### config.mk
export PLATFORM = sky130hd
export DESIGN_NAME = cpu_bus_arbiter
export DESIGN_NICKNAME = d
export VERILOG_FILES = /design/src/rtl/cpu_bus_arbiter.sv
export SDC_FILE = /design/constraint.sdc
export NUM_CORES = 1
export LEC_CHECK = 0
export ABC_AREA = 0
export CAP_MARGIN = 20
export CELL_PAD_IN_SITES_DETAIL_PLACEMENT = 1
export CELL_PAD_IN_SITES_GLOBAL_PLACEMENT = 1
export CORE_UTILIZATION = 23
export CTS_CLUSTER_DIAMETER = 50
export DETAILED_ROUTE_END_ITERATION = 8
export PLACE_DENSITY_LB_ADDON = 0.1
export SLEW_MARGIN = 20
export SYNTH_ARGS = -nofsm -noshare
export SYNTH_HDL_FRONTEND = slang
export SYNTH_SLANG_ARGS = --single-unit
### constraint.sdc
create_clock -name clk -period 3.35 [get_ports clk]
set_input_delay 0.8375 -clock clk [delete_from_list [all_inputs] [get_ports clk]]
set_output_delay 0.8375 -clock clk [all_outputs]
set_load 0.005 [all_outputs]
### src/rtl/cpu_bus_arbiter.sv
// cpu_bus_arbiter: shares one bus between the instruction and data ports.
// At most one bus transaction is in flight. Data wins a tie unless it also
// won the previous grant, so neither requester can starve the other.
module cpu_bus_arbiter #(
    parameter int ADDR_W = 32,
    parameter int DATA_W = 32
) (
    input  logic              clk,
    input  logic              rst,
    input  logic              inst_req,
    input  logic [ADDR_W-1:0] inst_addr,
    output logic              inst_addr_ok,
    output logic              inst_data_ok,
    output logic [DATA_W-1:0] inst_rdata,
    input  logic              data_req,
    input  logic              data_wr,
    input  logic [1:0]        data_size,
    input  logic [ADDR_W-1:0] data_addr,
    input  logic [DATA_W-1:0] data_wdata,
    output logic              data_addr_ok,
    output logic              data_data_ok,
    output logic [DATA_W-1:0] data_rdata,
    output logic              bus_req,
    output logic              bus_wr,
    output logic [1:0]        bus_size,
    output logic [ADDR_W-1:0] bus_addr,
    output logic [DATA_W-1:0] bus_wdata,
    input  logic              bus_addr_ok,
    input  logic              bus_data_ok,
    input  logic [DATA_W-1:0] bus_rdata,
    output logic              busy
);

    typedef enum logic [1:0] {
        IDLE = 2'd0,
        ADDR = 2'd1,
        DATA = 2'd2
    } state_t;

    state_t            state;
    logic              owner_data;
    logic              last_data;
    logic              lat_wr;
    logic [1:0]        lat_size;
    logic [ADDR_W-1:0] lat_addr;
    logic [DATA_W-1:0] lat_wdata;

    logic grant_data;
    logic grant_inst;
    logic done;

    // Pick a winner (data priority, alternating on a tie) and spot completion
    always_comb begin
        grant_data = 1'b0;
        grant_inst = 1'b0;
        done       = 1'b0;
        if (state == IDLE) begin
            grant_data = data_req && (!inst_req || !last_data);
            grant_inst = inst_req && !grant_data;
        end
        if (state == ADDR)
            done = bus_addr_ok && bus_data_ok;
        else if (state == DATA)
            done = bus_data_ok;
    end

    assign inst_addr_ok = grant_inst;
    assign data_addr_ok = grant_data;
    assign inst_data_ok = done && !owner_data;
    assign data_data_ok = done && owner_data;
    assign inst_rdata   = inst_data_ok ? bus_rdata : '0;
    assign data_rdata   = data_data_ok ? bus_rdata : '0;
    assign bus_req      = (state == ADDR);
    assign busy         = (state != IDLE);
    assign bus_wr       = lat_wr;
    assign bus_size     = lat_size;
    assign bus_addr     = lat_addr;
    assign bus_wdata    = lat_wdata;

    // Transaction FSM: latch the winner's request, then walk it through the bus handshake
    always_ff @(posedge clk or posedge rst) begin
        if (rst) begin
            state      <= IDLE;
            owner_data <= 1'b0;
            last_data  <= 1'b0;
            lat_wr     <= 1'b0;
            lat_size   <= 2'b00;
            lat_addr   <= '0;
            lat_wdata  <= '0;
        end else begin
            case (state)
                IDLE: begin
                    if (grant_data || grant_inst) begin
                        owner_data <= grant_data;
                        last_data  <= grant_data;
                        lat_wr     <= grant_data && data_wr;
                        lat_size   <= grant_data ? data_size : 2'b10;
                        lat_addr   <= grant_data ? data_addr : inst_addr;
                        lat_wdata  <= grant_data ? data_wdata : '0;
                        state      <= ADDR;
                    end
                end
                ADDR: begin
                    if (bus_addr_ok)
                        state <= bus_data_ok ? IDLE : DATA;
                end
                DATA: begin
                    if (bus_data_ok)
                        state <= IDLE;
                end
                default: state <= IDLE;
            endcase
        end
    end

endmodule

==> run_results.csv <==
group,metric,value,unit
finish,final_util,47.4,%
floorplanning,core_area,14000,µm²
cts,clk_pin_slew_worst_paths,0.05,ns
pwr,p_sw,1.51,mW
timing,hold_violations,0,
finish,multi_input_area,1380,µm²
routing,ant_nets,0,
pwr,clockPowerShare,21.3,%
timing,final_max_slew_viol_count,0,
yosys,syn_avg_cell_area,11.6,µm²
routing,firstDrtPassIters,4,
setup_path,crit_required,2.51,ns
yosys,async_reset_ff_share,100,%
timing,rsz0062_at_grt,"no",
timing,tightest_slew,0.604,ns
setup_path,crit_path_end_kind,"primary output",
grt,grt_pass1_vias,3802,
floorplanning,core.rowCount,43,
placement,post-place-ws,-0.110,ns
timing,slew_headroom,59.7,%
finish,antenna_cells,0,
setup_path,start_kind,"primary input",
finish,nFillCells,1546,
pwr,leakagePower,3.13,nW
pwr,p_int,3.42,mW
grt,grt_max_degree,46,
yosys,synthDominantCellAreaShare,52.9,%
yosys,synth_cells,286,
cts,h-tree-depth,3,
setup_path,path_class,"in2out",
finish,regArea,1750,µm²
yosys,synth.most_common_cell,"dfrtp_1",
routing,drc,0,
flow_run,max-cap-violations,0,
routing,wl_per_cell,18.6,µm
yosys,synth-edff-count,0,
min_path,worst_hold_path_type,"reg2reg",
cts,clk_latency,0.33,ns
yosys,ys_types,24,
cts,cts.sinks,70,
yosys,synth_area,3310,µm²
cts,cts_tree,"yes",
floorplanning,chipWidth,122,µm
placement,hpwl,10300,µm
yosys,ys_top_cells_by_area,"dfrtp_1 (53%), and3_1 (12%), a221o_1 (9.7%)",
placement,portBuffers,273,
yosys,synth_fp_nets,423,
timing,finalWorstSetupSlack,0.0733,ns
yosys,dominantRegCellSynth,"dfrtp_1",
floorplanning,chipHeight,122,µm
cts,cts-root-buf,"clkbuf_16",
cts,max-clock-path-buffers,2,
routing,viasPerCell,4.70,
pwr,vdd_drop_max,305,µV
timing,fmax,305,MHz
placement,routabilityCongestion,0.728,
routing,wl,13900,µm
setup_path,cp_max_fo,9,
pwr,pwr-share-seq,30.6,%
timing,setup_viol,0,
finish,drive_above_1_share,8.14,%
yosys,ys_warn_count,0,
yosys,yosysSeqAreaShare,52.9,%
floorplanning,start_util,23.7,%
finish,final_nets,697,
run_status,status,"finished, final reports clean",
pwr,switching_share,30.6,%
grt,grt_pass1_wl,20700,µm
finish,syn_to_final_growth,100,%
yosys,yosysTopAreaCell,"dfrtp_1",
pwr,p_per_area,742,nW/µm²
grt,grtUsageTotal,18.1,%
timing,fin_crit,3.28,ns
grt,antenna_found_initial,0,
routing,drt-initial-drc-count,166,
grt,overflow,0,
cts,cts_buffers,9,
pwr,pwr-share-comb,48.2,%
timing,fin_crit_sh,97.8,%
routing,vias,3504,
floorplanning,ios,274,
yosys,synth-seq-cells,70,
floorplanning,dieArea,14900,µm²
setup_path,cp.arrival,2.44,ns
timing,skew,0.00760,ns
yosys,synthTopCellsByCount,"dfrtp_1 (70), and3_1 (65), a22o_1 (34), and2_1 (34), a221o_1 (32)",
==> power by group through the flow <==
stage / logic, mW / clock network, mW / registers (mW)
floorplan: 0.922 / 0 / 1.51
global placement: 2.35 / 0 / 1.49
detailed placement: 2.38 / 0 / 1.51
CTS: 2.40 / 1.07 / 1.51
global route: 2.56 / 1.12 / 1.56
finish: 2.37 / 1.05 / 1.50
==> what timing repair did <==
action	CTS	global route
buffers inserted	1	4
endpoints found under the setup margin	56	12
gates resized for setup	28	3
cloned	2	1
hold buffers	0	0
pin swaps	0	1
==> through the flow <==
step | TNS (ns) | power (mW) | hold slack [ns] | instance area (µm²) | cells
2_1_floorplan | 0 | 2.44 | 0.489 | 3310 | 286
3_3_place_gp | -1.71 | 3.85 | 0.482 | 6240 | 721
3_5_place_dp | -2.90 | 3.89 | 0.480 | 6240 | 721
4_1_cts | -0.0697 | 4.98 | 0.502 | 6590 | 740
5_1_grt | 0 | 5.24 | 0.511 | 6630 | 745
6_report | 0 | 4.92 | 0.499 | 6630 | 745
==> layout make-up <==
class | instances | share of cell area, %
repair buffers | 294 | 44.0
flip-flops and latches | 70 | 26.4
multi-input cells | 179 | 20.8
clock buffers | 11 | 3.81
well taps | 180 | 3.39
clock inverters | 5 | 1.23
inverters | 6 | 0.339
==> routing by layer <==
| metal | routed length (µm) | up-vias | part of all wire, % | GRT usage (%) |
|---|---|---|---|---|
| met4 | 246 | 0 | 1.8 | 6.48 |
| met1 | 5300 | 1719 | 38 | 19.9 |
| met3 | 1320 | 17 | 9.5 | 6.93 |
| met5 | 0 | - | 0 | 0 |
| met2 | 7000 | 142 | 50 | 31.6 |
| li1 | - | 1626 | - | - |
==> sequential cells by signal, summed over array words and instances (netlist names) <==
| name | count |
|---|---|
| bus_addr | 32 |
| bus_size | 2 |
| bus_wdata | 32 |
| bus_wr | 1 |
| last_data | 1 |
| state | 2 |
==> cell usage in the layout (no fill, tap or decap), types with 9 or more instances in the layout <==
master,n
dlygate4sd2_1,21
and2_1,34
clkbuf_16,9
a22o_1,34
dfrtp_1,70
buf_4,13
a221o_1,32
and3_1,65
clkdlybuf4s50_1,250
==> worst paths after layout <==
path	startpoint	to	slack, ns	cells past startpoint
min in group asynchronous	rst	bus_wdata[1]	0.91	2
hold reg to reg	bus_size[0]	bus_size[0]	0.50	1
setup reg to reg	state[0]	bus_addr[25]	1.45	5
setup / recovery	bus_data_ok	inst_rdata[13]	0.07	6
max in group asynchronous	rst	bus_wdata[0]	1.79	3
hold / removal	bus_size[0]	bus_size[0]	0.50	1
==> logic make-up (layout without fill, tap and decap cells) <==
| logic type | after synthesis | after routing | synth area share (%) |
|---|---|---|---|
| DFF | 70 | 70 | 52.9 |
| buffers and inverters | 37 | 316 | 5.93 |
| and+or+nand+nor | 105 | 105 | 20.6 |
| AOI/OAI and AO/OA | 74 | 74 | 20.6 |
==> worst max-delay path, cell delays in order <==
cell,delay [ns]
clkdlybuf4s50_1,0.49
inv_2,0.06
a211oi_4,0.25
buf_6,0.17
and2_1,0.13
clkdlybuf4s50_1,0.49
Power figures use the tool's default switching activity.
